<file path="src/rtl/key_pkg.sv">
// Shared types and default constants for the pushbutton conditioning blocks.
// Holds the debounce FSM state encoding and board-level timing defaults.
// No logic; imported by key_sync and key_debounce_press.
package key_pkg;

  // Debounce FSM states: idle, qualifying a press, held, qualifying a release
  typedef enum logic [1:0] {
    IDLE        = 2'd0,
    DEB_PRESS   = 2'd1,
    PRESSED     = 2'd2,
    DEB_RELEASE = 2'd3
  } key_state_t;

  // Board clock frequency; one second of hold time is the default long press
  localparam int CLK_HZ           = 50000000;
  // 100 us of stability at 50 MHz rejects typical contact bounce
  localparam int DEBOUNCE_DEFAULT = 5000;

endpackage

</file>
<file path="src/rtl/key_sync.sv">
// Metastability synchroniser for the raw key input: SYNC_STAGES flop chain.
// Latency: SYNC_STAGES cycles from key_n to ks.
// No backpressure; flops reset to 1 so a reset reads as "released".
module key_sync
  import key_pkg::*;
#(
  parameter int SYNC_STAGES = 2
) (
  input  logic CLOCK_50,
  input  logic reset,
  input  logic key_n,
  output logic ks
);

  logic [SYNC_STAGES-1:0] sync_q;
  logic [SYNC_STAGES-1:0] sync_d;

  // Shift the raw key into the bottom of the chain
  always_comb begin
    sync_d = {sync_q[SYNC_STAGES-2:0], key_n};
  end

  // Chain registers; reset loads the released level
  always_ff @(posedge CLOCK_50) begin
    if (reset) begin
      sync_q <= '1;
    end else begin
      sync_q <= sync_d;
    end
  end

  assign ks = sync_q[SYNC_STAGES-1];

endmodule

</file>
<file path="src/rtl/key_debounce_press.sv">
// Debounces an active-low pushbutton into level, press/release and short/long pulses.
// Latency: press_pulse SYNC_STAGES+DEBOUNCE_CYCLES cycles after the key settles; release symmetric.
// No backpressure; all pulses are registered, single cycle. Option: KEY_PRESS_COUNT_EN adds press_count.
module key_debounce_press
  import key_pkg::*;
#(
  parameter int SYNC_STAGES       = 2,
  parameter int DEBOUNCE_CYCLES   = DEBOUNCE_DEFAULT,
  parameter int LONG_PRESS_CYCLES = CLK_HZ
) (
  input  logic       CLOCK_50,
  input  logic       reset,
  input  logic       key_n,
  output logic       key_level,
  output logic       press_pulse,
  output logic       release_pulse,
  output logic       short_press,
  output logic       long_press
`ifdef KEY_PRESS_COUNT_EN
  ,
  output logic [7:0] press_count
`endif
);

  localparam int DEB_W  = $clog2(DEBOUNCE_CYCLES + 1);
  localparam int HOLD_W = $clog2(LONG_PRESS_CYCLES + 1);

  localparam logic [DEB_W-1:0]  DEB_ONE   = DEB_W'(1);
  localparam logic [DEB_W-1:0]  DEB_LAST  = DEB_W'(DEBOUNCE_CYCLES - 1);
  localparam logic [DEB_W-1:0]  DEB_MAX   = DEB_W'(DEBOUNCE_CYCLES);
  localparam logic [HOLD_W-1:0] HOLD_LAST = HOLD_W'(LONG_PRESS_CYCLES - 1);
  localparam logic [HOLD_W-1:0] HOLD_MAX  = HOLD_W'(LONG_PRESS_CYCLES);

  logic ks;

  key_sync #(
    .SYNC_STAGES(SYNC_STAGES)
  ) u_sync (
    .CLOCK_50(CLOCK_50),
    .reset   (reset),
    .key_n   (key_n),
    .ks      (ks)
  );

  key_state_t        state_q, state_d;
  logic [DEB_W-1:0]  deb_cnt_q, deb_cnt_d;
  logic [HOLD_W-1:0] hold_cnt_q, hold_cnt_d;
  logic              long_done_q, long_done_d;
  logic              key_level_q, key_level_d;
  logic              press_pulse_q, press_pulse_d;
  logic              release_pulse_q, release_pulse_d;
  logic              short_press_q, short_press_d;
  logic              long_press_q, long_press_d;
  logic              hold_run;
  logic              long_fire;

  // Next-state logic: debounce both edges, time the hold, form the event pulses
  always_comb begin
    state_d         = state_q;
    deb_cnt_d       = deb_cnt_q;
    hold_cnt_d      = hold_cnt_q;
    long_done_d     = long_done_q;
    key_level_d     = key_level_q;
    press_pulse_d   = 1'b0;
    release_pulse_d = 1'b0;
    short_press_d   = 1'b0;
    long_press_d    = 1'b0;

    // Hold time keeps running while a release is still being qualified
    hold_run  = (state_q == PRESSED) || (state_q == DEB_RELEASE);
    long_fire = hold_run && (hold_cnt_q == HOLD_LAST);

    if (hold_run) begin
      if (hold_cnt_q != HOLD_MAX) begin
        hold_cnt_d = hold_cnt_q + HOLD_W'(1);
      end
      if (long_fire) begin
        long_press_d = 1'b1;
        long_done_d  = 1'b1;
      end
    end

    case (state_q)
      IDLE: begin
        if (!ks) begin
          state_d   = DEB_PRESS;
          deb_cnt_d = DEB_ONE;
        end
      end
      DEB_PRESS: begin
        if (ks) begin
          state_d = IDLE;
        end else if (deb_cnt_q == DEB_LAST) begin
          state_d       = PRESSED;
          key_level_d   = 1'b1;
          press_pulse_d = 1'b1;
          hold_cnt_d    = '0;
        end else if (deb_cnt_q != DEB_MAX) begin
          deb_cnt_d = deb_cnt_q + DEB_ONE;
        end
      end
      PRESSED: begin
        if (ks) begin
          state_d   = DEB_RELEASE;
          deb_cnt_d = DEB_ONE;
        end
      end
      DEB_RELEASE: begin
        if (!ks) begin
          // Bounce during release: return to held, hold time preserved
          state_d = PRESSED;
        end else if (deb_cnt_q == DEB_LAST) begin
          state_d         = IDLE;
          key_level_d     = 1'b0;
          release_pulse_d = 1'b1;
          // A long press firing on this very edge still counts as long
          short_press_d   = !(long_done_q || long_fire);
          long_done_d     = 1'b0;
        end else if (deb_cnt_q != DEB_MAX) begin
          deb_cnt_d = deb_cnt_q + DEB_ONE;
        end
      end
      default: begin
        state_d = IDLE;
      end
    endcase
  end

  // FSM, counters and registered outputs; reset overrides everything
  always_ff @(posedge CLOCK_50) begin
    if (reset) begin
      state_q         <= IDLE;
      deb_cnt_q       <= '0;
      hold_cnt_q      <= '0;
      long_done_q     <= 1'b0;
      key_level_q     <= 1'b0;
      press_pulse_q   <= 1'b0;
      release_pulse_q <= 1'b0;
      short_press_q   <= 1'b0;
      long_press_q    <= 1'b0;
    end else begin
      state_q         <= state_d;
      deb_cnt_q       <= deb_cnt_d;
      hold_cnt_q      <= hold_cnt_d;
      long_done_q     <= long_done_d;
      key_level_q     <= key_level_d;
      press_pulse_q   <= press_pulse_d;
      release_pulse_q <= release_pulse_d;
      short_press_q   <= short_press_d;
      long_press_q    <= long_press_d;
    end
  end

  assign key_level     = key_level_q;
  assign press_pulse   = press_pulse_q;
  assign release_pulse = release_pulse_q;
  assign short_press   = short_press_q;
  assign long_press    = long_press_q;

`ifdef KEY_PRESS_COUNT_EN
  logic [7:0] press_count_q, press_count_d;

  // Count accepted presses, advancing together with press_pulse; wraps at 256
  always_comb begin
    press_count_d = press_count_q;
    if (press_pulse_d) begin
      press_count_d = press_count_q + 8'd1;
    end
  end

  // Press counter register
  always_ff @(posedge CLOCK_50) begin
    if (reset) begin
      press_count_q <= 8'd0;
    end else begin
      press_count_q <= press_count_d;
    end
  end

  assign press_count = press_count_q;
`endif

endmodule

</file>
<file path="config.mk">
export PLATFORM = sky130hd
export DESIGN_NAME = key_debounce_press
export DESIGN_NICKNAME = d
export VERILOG_FILES = /design/src/rtl/key_pkg.sv /design/src/rtl/key_sync.sv /design/src/rtl/key_debounce_press.sv
export SDC_FILE = /design/constraint.sdc
export NUM_CORES = 1
export LEC_CHECK = 0
export ABC_AREA = 0
export BUFFER_PORTS_ARGS = -buffer_cell sky130_fd_sc_hd__buf_2
export CORE_MARGIN = 2
export CORE_UTILIZATION = 50
export CTS_CLUSTER_DIAMETER = 200
export DETAILED_ROUTE_END_ITERATION = 10
export GPL_ROUTABILITY_DRIVEN = 0
export PLACE_DENSITY = 0.74
export SYNTH_ARGS = -nofsm -noshare
export SYNTH_HDL_FRONTEND = slang
export SYNTH_SLANG_ARGS = --single-unit
</file>
<file path="constraint.sdc">
create_clock -name CLOCK_50 -period 3.7 [get_ports CLOCK_50]
set_input_delay 0.37 -clock CLOCK_50 [delete_from_list [all_inputs] [get_ports CLOCK_50]]
set_output_delay 0.37 -clock CLOCK_50 [all_outputs]
set_load 0.01 [all_outputs]
</file>
[Yosys cells after proc, flatten, opt, wreduce, memory -nomap -nowiden]
Cells that the tools add are included.
Cells by class
  add/subtract/negate cells: 2
  equality and inequality tests: 15
  muxes and demuxes: 31
  bitwise operators: 5
  reduce and logical (&&, ||, !) cells: 13
Operators by type and width (count)
  26-bit two-way mux: 5
  13-bit two-way mux: 6
  13-bit case mux with 4 select lines: 1
  26-bit by 1-bit adder with 26-bit output, second input constant: 1
  26-bit == test, second input constant: 1
  26-bit inequality test, second input constant: 1
  13-bit by 1-bit adder with 13-bit output, second input constant: 1
  13-bit == test, second input constant: 1
  13-bit inequality test, second input constant: 1
  2-bit two-way mux: 6
  1-bit two-way mux: 11
  2-bit case mux with 4 select lines: 1
  4-bit AND reduction: 2
  2-bit by 1-bit inequality test with 1-bit output, second input constant: 3
  2-bit inequality test, second input constant: 3
  3-bit OR reduction: 2
  1-bit inverter: 5
  5-bit AND reduction: 1
  2-bit == test, second input constant: 2
  4-bit OR reduction: 1
  3-bit by 2-bit inequality test with 1-bit output, second input constant: 1
  3-bit inequality test, second input constant: 1
  2-bit by 1-bit == test with 1-bit output, second input constant: 1
  2-bit logical NOT: 1
  6 further kinds: 7
Word-level totals
  register bits: 49
  input port bits: 3
  output and inout port bits: 5
  logic and storage cells: 76

[Longest topological paths before layout]
  word-level depth: 8
  depth in mapped cells: 8
  mapped depth without buffers: 7

[Modules after synthesis]
From an unflattened synthesis, not the netlist that was laid out.
Second synthesis, totals
  cell total of the unflattened synthesis: 271
  area, all modules: 2389.8 µm²
Modules (own cells, without submodules)
  key_debounce_press: times used 1, cells each 267, area an instance 2337.2 µm², seq. area each 940.9 µm²
  key_sync: times used 1, cells each 4, area an instance 52.6 µm², seq. area each 40.0 µm²

[Least setup slack after synthesis]
No wires, ideal clock.
  path kind: register to register
  start: register deb_cnt_q[1]
  end: register hold_cnt_q[10]
  setup time: 138 ps
  arrival time: 1936 ps
  data required time: 3562 ps
  slack: 1626 ps
  stages on the path, launching flop included: 8
  buffers on the path: 2
  period minus slack after synthesis: 2074 ps
  cells stage by stage: dfxtp_1 > ha_1 > nand4b_1 > nor4_4 > a21o_1 > buf_2 > clkbuf_1 > a21oi_1
On the way
  cells in the longest elaborated chain, start to end: 4
RTL lines
  start: declaration: line key_debounce_press.sv:46  | logic [DEB_W-1:0] deb_cnt_q, deb_cnt_d;
  start signal: assignment: line key_debounce_press.sv:143  | deb_cnt_q <= deb_cnt_d;
  13-bit == test: line key_debounce_press.sv:93  | end else if (deb_cnt_q == DEB_LAST) begin
  26-bit two-way mux: line key_debounce_press.sv:93
  26-bit two-way mux: line key_debounce_press.sv:91  | if (ks) begin
  26-bit two-way mux: line key_debounce_press.sv:83  | case (state_q)
  end signal: assignment: line key_debounce_press.sv:144  | hold_cnt_q <= hold_cnt_d;
  end: declaration: line key_debounce_press.sv:47  | logic [HOLD_W-1:0] hold_cnt_q, hold_cnt_d;
Every way passes these cells.
A chain may end at the register's enable or synchronous reset.

[Final worst setup path]
  start: register deb_cnt_q[1]
  end: register hold_cnt_q[7]
The elaborated chain is that of the path after synthesis.

==> flow_metrics.py <==
metrics = {
    "final_layout": {
        "n_antenna_cell": 0,
        "drive_gt1_frac": 0.128,
        "areaGrowthSynthToFinish_pct": 7.14,
        "fin_nets": 287,
        "largest_reg_flops": 26,
        "reg_top3": "hold_cnt_q x26, deb_cnt_q x13, u_sync.sync_q x2",
        "top_register": "hold_cnt_q",
    },
    "power": {
        "p_total_w": 0.000941,
        "netSwitchingFraction": 0.196,
        "power_switching_w": 0.000185,
        "power_density_nw_per_um2": 358,
        "clkPwrFrac": 0.411,
        "power_frac_seq": 0.566,
        "intPower_w": 0.000757,
        "combinationalPowerShare": 0.024,
        "peakVddDrop_v": 0.000163,
        "power_leakage_nw": 0.788,
    },
    "synthesis": {
        "synthCells": 276,
        "syn_area_per_cell_sq_um": 8.89,
        "synth_common_cells": "49 x dfxtp_1, 29 x nor2_1, 22 x nand2_1",
        "yosys.area.top_type": "dfxtp_1",
        "synth_nets": 283,
        "synth_seq_cells": 49,
        "synthFlopType": "dfxtp_1",
        "ys.warnings.count": 0,
        "ys_seq_area_frac": 0.400,
        "ys_types": 51,
        "synth_top_area_frac": 0.400,
        "synth_edf_count": 0,
        "synth-async-reset-ratio": 0,
        "synthTopCellsByArea": "dfxtp_1 40%, nor2_1 4.4%, or3_1 4.3%",
        "netlist_area_sq_um": 2450,
        "synth.most_common_cell": "dfxtp_1",
    },
    "sta": {
        "fmax_mhz": 421,
        "min_period_over_period": 0.642,
        "period_minus_slack_ns": 2.38,
        "fin_ws_ns": 1.32,
        "maxSlewHeadroom": 0.434,
        "drv_slew": 0,
        "worst_slew_pin_slew_ns": 0.846,
        "finalSetupViolations": 0,
        "hold_viol_final": 0,
        "fin_tns_setup_ns": 0,
        "fin_skew_ns": 0.00671,
        "rsz0062_at_grt": "no",
    },
    "floorplanning": {
        "rows": 25,
        "start_util": 0.519,
        "core_sq_um": 4720,
        "die_height_microns": 74.0,
        "die_w_microns": 74.0,
        "io_pins": 8,
        "dieArea_sq_um": 5480,
    },
    "routing": {
        "drtPass1Iterations": 4,
        "dr_total_vias": 1970,
        "ant_nets": 0,
        "first_iter_violations": 146,
        "finalWirelength_microns": 4440,
        "drc": 0,
        "routed_via_density": 5.66,
        "routedWlPerCell_microns": 12.8,
    },
    "worst_setup_path": {
        "crit_arrival_ns": 2.56,
        "cp_cell_sequence": "ha_1 > nand4b_1 > nor4_4 > a21o_1 > buf_4 > nor2_1",
        "cpMaxStageDelayCell": "nor4_4",
        "setup.worst_path.class": "reg2reg",
        "regToRegSetupSlack_ns": 1.32,
        "start_kind": "flip-flop",
        "cp.required_ns": 3.88,
        "cp_slowest_stage_delay_ns": 0.52,
        "regToRegStartpoint": "deb_cnt_q[1]",
        "crit_fanout": 15,
        "rr_worst_depth": 6,
        "timing.rr.end": "hold_cnt_q[7]",
        "endpoint_kind": "flip-flop",
    },
    "clocking": {
        "cts_buffers": 5,
        "post_cts_buffers": 0,
        "clkSinkCount": 49,
        "cts_tree": "done",
        "cts.reportedPaths.clkPinSlew_ns": 0.08,
        "cts_htree_levels": 2,
        "clk_latency_ns": 0.30,
        "cts_buffer_depth": 2,
        "cts_hold_buf": 0,
        "cts_resized": 0,
        "clockRootBuffer": "clkbuf_8",
    },
    "min_path": {
        "min_path_type": "in2reg",
        "min_path_cells": 2,
        "min_from": "key_n",
        "hold_end": "u_sync.sync_q[0]",
    },
    "place": {
        "numPortBuffers": 7,
        "dpl.hpwl_microns": 3120,
        "dp_slack_ns": 1.33,
    },
    "run": {
        "cap_viol_max_count": 0,
    },
    "grt": {
        "grt.met2_usage": 0.255,
        "met3_usage": 0.0407,
        "grt_max_degree": 16,
        "grt_first_pass_wirelength_microns": 7420,
        "grt_use_total": 0.170,
        "met1_usage": 0.245,
        "overflow": 0,
        "antenna_found_initial": 0,
        "busiest_layer": "met2",
        "grt_pass1_vias": 1654,
    },
    "run_status": {
        "status": "finished clean",
    },
}
==> kinds of logic (layout without fill, tap and decap cells) <==
logic type | Yosys count | after routing | share of synthesized area
flops | 49 | 49 | 0.400
compound gates | 55 | 55 | 0.168
simple gates | 130 | 130 | 0.305
buf+inv | 20 | 25 | 0.0413
fa+ha+maj | 4 | 4 | 0.0204
mux | 1 | 1 | 0.00408
xor+xnor | 17 | 17 | 0.0607
==> power groups by stage <==
stage | sequential (W) | combinational [W] | clock, W
global placement | 0.000545 | 0.0000220 | 0
finish | 0.000532 | 0.0000222 | 0.000387
global route | 0.000533 | 0.0000245 | 0.000418
detailed placement | 0.000545 | 0.0000221 | 0
floorplan | 0.000545 | 0.0000159 | 0
CTS | 0.000532 | 0.0000223 | 0.000401
==> routing by layer <==
layer	wire, microns	vias to the layer above
met3	175	2
met2	1950	46
met4	23	0
li1	-	1009
met1	2280	913
met5	0	-
==> critical path: cells and delay by family, from the launching register on <==
kind	cells	cell delay (ns)
adder cells (fa/ha/maj)	1	0.29
AND/OR/NAND/NOR	3	0.77
AO/OA/AOI/OAI	1	0.44
buffers and inverters	1	0.32
flip-flops	1	0.43
==> cells in the final DEF (no fill, tap or decap), types with 3 or more instances in the layout <==
cell	n
nor3_1	8
nand3_1	11
nand2_1	22
nor4_1	4
buf_2	7
xnor2_1	9
dfxtp_1	49
nor2_1	29
o31ai_1	3
o21ai_0	4
o21ai_1	11
nor4b_1	3
a21oi_2	7
nor3b_1	3
inv_1	9
nand4_1	8
a21oi_1	13
o211ai_1	3
xor2_1	8
clkbuf_8	6
or3_1	17
ha_1	4
or4_1	7
==> metrics by stage <==
step / utilization / hold slack [ns] / cell area, sq um / instances
6_report: 0.556 / 0.260 / 2630 / 348
5_1_grt: 0.556 / 0.258 / 2630 / 348
4_1_cts: 0.556 / 0.259 / 2630 / 348
3_5_place_dp: 0.532 / 0.414 / 2510 / 340
3_3_place_gp: 0.532 / 0.399 / 2510 / 340
2_1_floorplan: - / 0.389 / 2450 / 276
==> how the worst max path moves through the flow <==
stage                 startpoint             end  cells after the start
floorplan           deb_cnt_q[1]  hold_cnt_q[10]                      7
global placement    deb_cnt_q[1]   hold_cnt_q[7]                      6
detailed placement  deb_cnt_q[1]   hold_cnt_q[6]                      6
CTS                 deb_cnt_q[1]   hold_cnt_q[7]                      6
global route        deb_cnt_q[1]   hold_cnt_q[7]                      6
finish              deb_cnt_q[1]   hold_cnt_q[7]                      6
==> area by class of cell <==
cell class                      instances  area [sq um]
Clock buffer                            7          86.3
Clock inverter                          1          30.0
Fill cell                             433          2100
Inverter                                9          33.8
Multi-Input combinational cell        207          1370
Sequential cell                        49           981
Tap cell                               67          83.8
Timing Repair Buffer                    8          42.5
Power figures use the tool's default switching activity.
